<file path="src/rtl/ram_burst_addr_gen_if.sv">
// Command/address bus between the datapath controller and ram_burst_addr_gen.
// The master issues commands and consumes addresses; the slave is the sequencer.
// Optional abort line is present only when RAM_BURST_ADDR_GEN_ABORT_EN is defined.
interface ram_burst_addr_gen_if #(
    parameter int ADDRESS_WIDTH = 14,
    parameter int COUNT_WIDTH   = 15
);
    logic                     start;
    logic [ADDRESS_WIDTH-1:0] base_addr;
    logic [COUNT_WIDTH-1:0]   num_words;
    logic                     wrap_mode;
    logic                     stall;
`ifdef RAM_BURST_ADDR_GEN_ABORT_EN
    logic                     abort;
`endif
    logic [ADDRESS_WIDTH-1:0] ram_addr;
    logic                     addr_valid;
    logic                     burst_last;
    logic                     busy;
    logic                     done;

`ifdef RAM_BURST_ADDR_GEN_ABORT_EN
    modport master (
        output start, base_addr, num_words, wrap_mode, stall, abort,
        input  ram_addr, addr_valid, burst_last, busy, done
    );
    modport slave (
        input  start, base_addr, num_words, wrap_mode, stall, abort,
        output ram_addr, addr_valid, burst_last, busy, done
    );
`else
    modport master (
        output start, base_addr, num_words, wrap_mode, stall,
        input  ram_addr, addr_valid, burst_last, busy, done
    );
    modport slave (
        input  start, base_addr, num_words, wrap_mode, stall,
        output ram_addr, addr_valid, burst_last, busy, done
    );
`endif
endinterface

</file>
<file path="src/rtl/ram_burst_addr_gen.sv">
// RAM address sequencer: emits num_words addresses from base_addr in linear
// or burst-wrap order, one per non-stalled cycle, then pulses done.
// Optional feature macro: RAM_BURST_ADDR_GEN_ABORT_EN (adds bus.abort).
module ram_burst_addr_gen #(
    parameter int ADDRESS_WIDTH   = 14,
    parameter int MAX_RAM_ADDRESS = 16384,
    parameter int BURST_LEN       = 8,
    parameter int COUNT_WIDTH     = 15
) (
    input logic                 clk,
    input logic                 reset,
    ram_burst_addr_gen_if.slave bus
);
    localparam int BL_W = $clog2(BURST_LEN);
    localparam logic [ADDRESS_WIDTH-1:0] LAST_ADDR = ADDRESS_WIDTH'(MAX_RAM_ADDRESS - 1);
    localparam logic [COUNT_WIDTH-1:0]   MAX_COUNT = COUNT_WIDTH'(MAX_RAM_ADDRESS);

    typedef enum logic [1:0] {S_IDLE, S_RUN, S_FIN} state_t;

    state_t                   r_state;
    logic [ADDRESS_WIDTH-1:0] r_addr;
    logic [COUNT_WIDTH-1:0]   r_remaining;
    logic                     r_wrap;
    logic                     r_run;
    logic                     r_busy;
    logic                     r_done;

    logic [ADDRESS_WIDTH-1:0] w_addr_next;
    logic [COUNT_WIDTH-1:0]   w_count_in;
    logic                     w_last_word;
    logic                     w_burst_end;
    logic                     w_abort;

`ifdef RAM_BURST_ADDR_GEN_ABORT_EN
    assign w_abort = bus.abort;
`else
    assign w_abort = 1'b0;
`endif

    // A single sequence never covers more than the whole RAM.
    assign w_count_in  = (bus.num_words > MAX_COUNT) ? MAX_COUNT : bus.num_words;
    assign w_last_word = (r_remaining == COUNT_WIDTH'(1));
    assign w_burst_end = &r_addr[BL_W-1:0];

    // Next address: wrap inside the aligned burst window, or linear with RAM-end wrap.
    always_comb begin
        w_addr_next = r_addr + ADDRESS_WIDTH'(1);
        if (r_wrap) begin
            w_addr_next              = r_addr;
            w_addr_next[BL_W-1:0]    = r_addr[BL_W-1:0] + BL_W'(1);
        end else if (r_addr == LAST_ADDR) begin
            w_addr_next = '0;
        end
    end

    // Only stall gates the live outputs; everything else comes from registers.
    assign bus.ram_addr   = r_addr;
    assign bus.addr_valid = r_run & ~bus.stall;
    assign bus.burst_last = bus.addr_valid & (w_burst_end | w_last_word);
    assign bus.busy       = r_busy;
    assign bus.done       = r_done;

    // Sequencer FSM with registered address, count and status outputs.
    always_ff @(posedge clk) begin
        if (reset) begin
            r_state     <= S_IDLE;
            r_addr      <= '0;
            r_remaining <= '0;
            r_wrap      <= 1'b0;
            r_run       <= 1'b0;
            r_busy      <= 1'b0;
            r_done      <= 1'b0;
        end else begin
            r_done <= 1'b0;
            case (r_state)
                S_IDLE: begin
                    if (bus.start) begin
                        if (bus.num_words != '0) begin
                            r_addr      <= bus.base_addr;
                            r_remaining <= w_count_in;
                            r_wrap      <= bus.wrap_mode;
                            r_run       <= 1'b1;
                            r_busy      <= 1'b1;
                            r_state     <= S_RUN;
                        end else begin
                            // Empty command: straight to completion, no address emitted.
                            r_addr  <= LAST_ADDR;
                            r_done  <= 1'b1;
                            r_state <= S_FIN;
                        end
                    end
                end
                S_RUN: begin
                    if (w_abort || (!bus.stall && w_last_word)) begin
                        r_addr  <= LAST_ADDR;
                        r_run   <= 1'b0;
                        r_busy  <= 1'b0;
                        r_done  <= 1'b1;
                        r_state <= S_FIN;
                    end else if (!bus.stall) begin
                        r_remaining <= r_remaining - COUNT_WIDTH'(1);
                        r_addr      <= w_addr_next;
                    end
                end
                S_FIN: begin
                    // Address stays parked at the top of RAM while idle.
                    r_state <= S_IDLE;
                end
                default: begin
                    r_state <= S_IDLE;
                end
            endcase
        end
    end
endmodule

</file>
<file path="src/flat_wrapper.sv">
// flat-port wrapper written by rule: the top's interface ports become plain ports
module ram_burst_addr_gen_flat 
#(
    parameter int ADDRESS_WIDTH   = 14,
    parameter int MAX_RAM_ADDRESS = 16384,
    parameter int BURST_LEN       = 8,
    parameter int COUNT_WIDTH     = 15
)
  (clk, reset, bus_start, bus_base_addr, bus_num_words, bus_wrap_mode, bus_stall, bus_ram_addr, bus_addr_valid, bus_burst_last, bus_busy, bus_done);
  ram_burst_addr_gen_if #(.ADDRESS_WIDTH(ADDRESS_WIDTH), .COUNT_WIDTH(COUNT_WIDTH)) bus_i ();
  input logic clk;
  input logic reset;
  input wire logic [$bits(bus_i.start)-1:0] bus_start;
  input wire logic [$bits(bus_i.base_addr)-1:0] bus_base_addr;
  input wire logic [$bits(bus_i.num_words)-1:0] bus_num_words;
  input wire logic [$bits(bus_i.wrap_mode)-1:0] bus_wrap_mode;
  input wire logic [$bits(bus_i.stall)-1:0] bus_stall;
  output wire logic [$bits(bus_i.ram_addr)-1:0] bus_ram_addr;
  output wire logic [$bits(bus_i.addr_valid)-1:0] bus_addr_valid;
  output wire logic [$bits(bus_i.burst_last)-1:0] bus_burst_last;
  output wire logic [$bits(bus_i.busy)-1:0] bus_busy;
  output wire logic [$bits(bus_i.done)-1:0] bus_done;
  assign bus_i.start = bus_start;
  assign bus_i.base_addr = bus_base_addr;
  assign bus_i.num_words = bus_num_words;
  assign bus_i.wrap_mode = bus_wrap_mode;
  assign bus_i.stall = bus_stall;
  assign bus_ram_addr = bus_i.ram_addr;
  assign bus_addr_valid = bus_i.addr_valid;
  assign bus_burst_last = bus_i.burst_last;
  assign bus_busy = bus_i.busy;
  assign bus_done = bus_i.done;
  ram_burst_addr_gen #(.ADDRESS_WIDTH(ADDRESS_WIDTH), .MAX_RAM_ADDRESS(MAX_RAM_ADDRESS), .BURST_LEN(BURST_LEN), .COUNT_WIDTH(COUNT_WIDTH)) u_core (.clk(clk), .reset(reset), .bus(bus_i));
endmodule
</file>
<file path="config.mk">
export PLATFORM = sky130hd
export DESIGN_NAME = ram_burst_addr_gen_flat
export DESIGN_NICKNAME = d
export VERILOG_FILES = /design/src/rtl/ram_burst_addr_gen_if.sv /design/src/rtl/ram_burst_addr_gen.sv /design/src/flat_wrapper.sv
export SDC_FILE = /design/constraint.sdc
export NUM_CORES = 1
export LEC_CHECK = 0
export CAP_MARGIN = 20
export CORE_MARGIN = 3
export CORE_UTILIZATION = 45
export DETAILED_ROUTE_END_ITERATION = 12
export GPL_ROUTABILITY_DRIVEN = 0
export PLACE_DENSITY = 0.78
export SYNTH_ARGS = -nofsm -noshare
export SYNTH_HDL_FRONTEND = slang
export SYNTH_SLANG_ARGS = --single-unit
</file>
<file path="constraint.sdc">
create_clock -name clk -period 6.19 [get_ports clk]
set_clock_uncertainty 0.1 [all_clocks]
set_input_delay 1.238 -clock clk [delete_from_list [all_inputs] [get_ports clk]]
set_output_delay 1.238 -clock clk [all_outputs]
set_load 0.03 [all_outputs]
</file>
==> flow_summary.yaml <==
layout:
  design_area_um2: 2860
  mostFrequentLayoutCells: "clkdlybuf4s50_1 (51), dfxtp_1 (34), nor2_1 (31), o21ai_0 (31), a21oi_1 (26)"
  final.fill_count: 451
  flow.area_growth_from_synthesis_pct: 28.0
  mostFrequentLayoutCell: "clkdlybuf4s50_1"
  finish.net_count: 369
  final_core_util_pct: 60.1
  antennaDiodeCount: 0
  post_layout_cell_count: 399
  final_layout_size_suffix_gt1_share_pct: 6.02
pwr:
  power_per_cell_area_nw_per_um2: 234
  post-layout-total-power_mw: 0.669
  pwr-share-comb_pct: 33.7
  pwr-share-seq_pct: 40.5
  switching_share_pct: 35.7
  switching_power_mw: 0.239
  pint_mw: 0.430
  p_leak_nw: 1.01
  ir_drop_mv: 0.109
  clock_power_share_pct: 25.8
cts:
  buffers_inserted_during_post_cts_setup_optimization: 0
  tritoncts: "done"
  clock_path_buffers: 2
  cts-buffers-inserted: 5
  post_cts.resized_instances: 0
  clock_sinks: 34
  path_clk_slew_ps: 60
  holdBufCountCts: 0
  clock_insertion_delay_worst_skew_ps: 300
  clockRootBuffer: "clkbuf_8"
  clock_tree.htree_level_count: 2
setup_path:
  cp-end-kind: "output port"
  worst_ep_required_ps: 4850
  worstSetupPathType: "in -> out"
  worst-path-max-fanout: 6
  critical_path_launch_point_type: "primary input"
  worst_ep_arrival_time_ps: 2850
  number_of_cells_on_the_worst_reg_to_reg_path: 4
timing:
  finalSetupTns_ps: 0
  post-route-period-util_pct: 67.7
  max_freq_mhz: 239
  final_hold_viol_count: 0
  worst-slew-pin-transition_ps: 873
  rsz0062_at_grt: "false"
  maxSlewViolCount: 0
  slew-limit-headroom_pct: 41.8
  post-route-min-period_ps: 4190
  timing.final.setup_violations: 0
grt:
  grt-ovfl-total: 0
  grt_antenna_before_repair: 0
  grt.busiest_layer: "met2"
  grt_pass1_wl_mm: 10.4
  grt_util_met2_pct: 33.7
  grt_max_degree: 35
  grtUsageMet3_pct: 5.08
  number_of_global_route_vias_before_repair: 2143
  globalRouteTotalUtil_pct: 21.8
  met1_routing_resource_usage_after_global_routing_pct: 29.3
floorplanning:
  die_height_um: 76.5
  die_width_um: 76.5
  floorplan.core_area_um2: 4750
  initial_utilization_pct: 47.0
  placementRows: 25
  ioPinCount: 52
  dieArea_um2: 5840
synthesis:
  synth.avg_cell_area_um2: 7.84
  mappedNetlistNets: 323
  post_synth_inst_count: 285
  post_synth_num_cell_types: 51
  yosysTopAreaCellShare_pct: 30.5
  synth_area_leaders: "dfxtp_1 (30%), o21ai_0 (6.9%), a21oi_1 (5.8%)"
  synth.cell_area_um2: 2230
  netlist.top_cell.by_area: "dfxtp_1"
  yosysSeqAreaShare_pct: 30.5
  synth_seq_cells: 34
  synth_warnings: 0
drt:
  initialDrtViolationCount: 204
  dr_total_vias: 2395
  drt.antenna.violating_nets: 0
  drt-wirelength-per-cell_um: 15.6
  post_drt_via_cell_ratio: 6.00
  drt-pass1-iter-count: 9
  route.final.wire_length_mm: 6.21
  drc_errors: 0
place:
  buffer_ports.inserted: 51
  hpwlAfterDp_mm: 4.28
  numPlacedInstances: 391
  place_area_um2: 2770
job:
  maxCapViolCount: 0
min_path:
  worst_hold_depth: 2
  hold_path_class: "reg -> reg"
run_status:
  outcome: "complete, no violations"
==> routing by layer <==
layer | vias up | part of all wire, %
met5 | - | 0
met3 | 15 | 8.2
met1 | 1096 | 45
met2 | 113 | 45
met4 | 0 | 1.9
li1 | 1171 | -
==> flip-flops by register name (all words and copies together), names as in the netlist <==
register / cells
u_core.r_run: 1
u_core.r_remaining: 15
u_core.r_state: 2
u_core.bus.done: 1
u_core.r_wrap: 1
u_core.bus.ram_addr: 14
==> layout make-up <==
class | count | area, um^2 | area share, %
sequential | 34 | 681 | 23.8
timing repair buffer | 52 | 518 | 18.1
inverter | 8 | 30.0 | 1.05
clock inverter | 1 | 5.00 | 0.175
clock buffer | 7 | 86.3 | 3.02
multi-input combinational | 230 | 1460 | 50.9
tap | 67 | 83.8 | 2.93
==> critical path: stages <==
cell,delay (ps)
clkdlybuf4s50_1,560
nor2b_1,230
o21a_1,150
clkdlybuf4s50_1,680
==> through the flow <==
stage               hold WS, ps  setup slack (ps)
floorplan                   357              2770
global placement            376              2020
detailed placement          370              2000
CTS                         387              1990
global route                403              1910
finish                      386              2000
==> final timing paths <==
path | to | startpoint | slack (ps)
max | bus_burst_last | bus_stall | 2000
min | u_core.r_remaining[9] | u_core.r_remaining[9] | 390
max reg2reg | u_core.bus.ram_addr[8] | u_core.r_state[0] | 3560
min reg2reg | u_core.r_remaining[9] | u_core.r_remaining[9] | 390
==> power by group through the flow <==
stage	Clock, mW	Combinational, mW	Sequential [mW]
3_3_place_gp	0	0.220	0.274
4_1_cts	0.176	0.224	0.270
2_1_floorplan	0	0.136	0.286
5_1_grt	0.190	0.246	0.275
6_report	0.172	0.226	0.271
3_5_place_dp	0	0.222	0.274
==> Yosys cell counts (all sizes together) <==
cell type and number:
a2111oi 2, a211oi 4, a21boi 1, a21o 5
a21oi 28, a221oi 5, a22o 4, a2bb2oi 3
a31oi 3, and2 3, and3 6, and4 2
buf 7, clkbuf 6, dfxtp 34, ha 4
inv 8, mux2i 1, nand2 18, nand2b 6
nand3 8, nand4 9, nor2 31, nor2b 3
nor3 12, nor3b 2, nor4 8, nor4b 1
o211ai 3, o21a 5, o21ai 31, o22ai 3
o311a 1, o31a 4, o31ai 2, o41a 1
o41ai 2, or3 1, or3b 1, xnor2 4
xor2 3
==> kinds of logic after synthesis <==
group	after synthesis	share of synthesized area [%]
and+or+nand+nor	111	26.4
AOI/OAI and AO/OA	107	33.3
muxes	1	0.448
DFF	34	30.5
adders and majority gates	4	2.24
buffers and inverters	21	4.37
xor gates and xnor gates	7	2.75
Power figures use the tool's default switching activity.
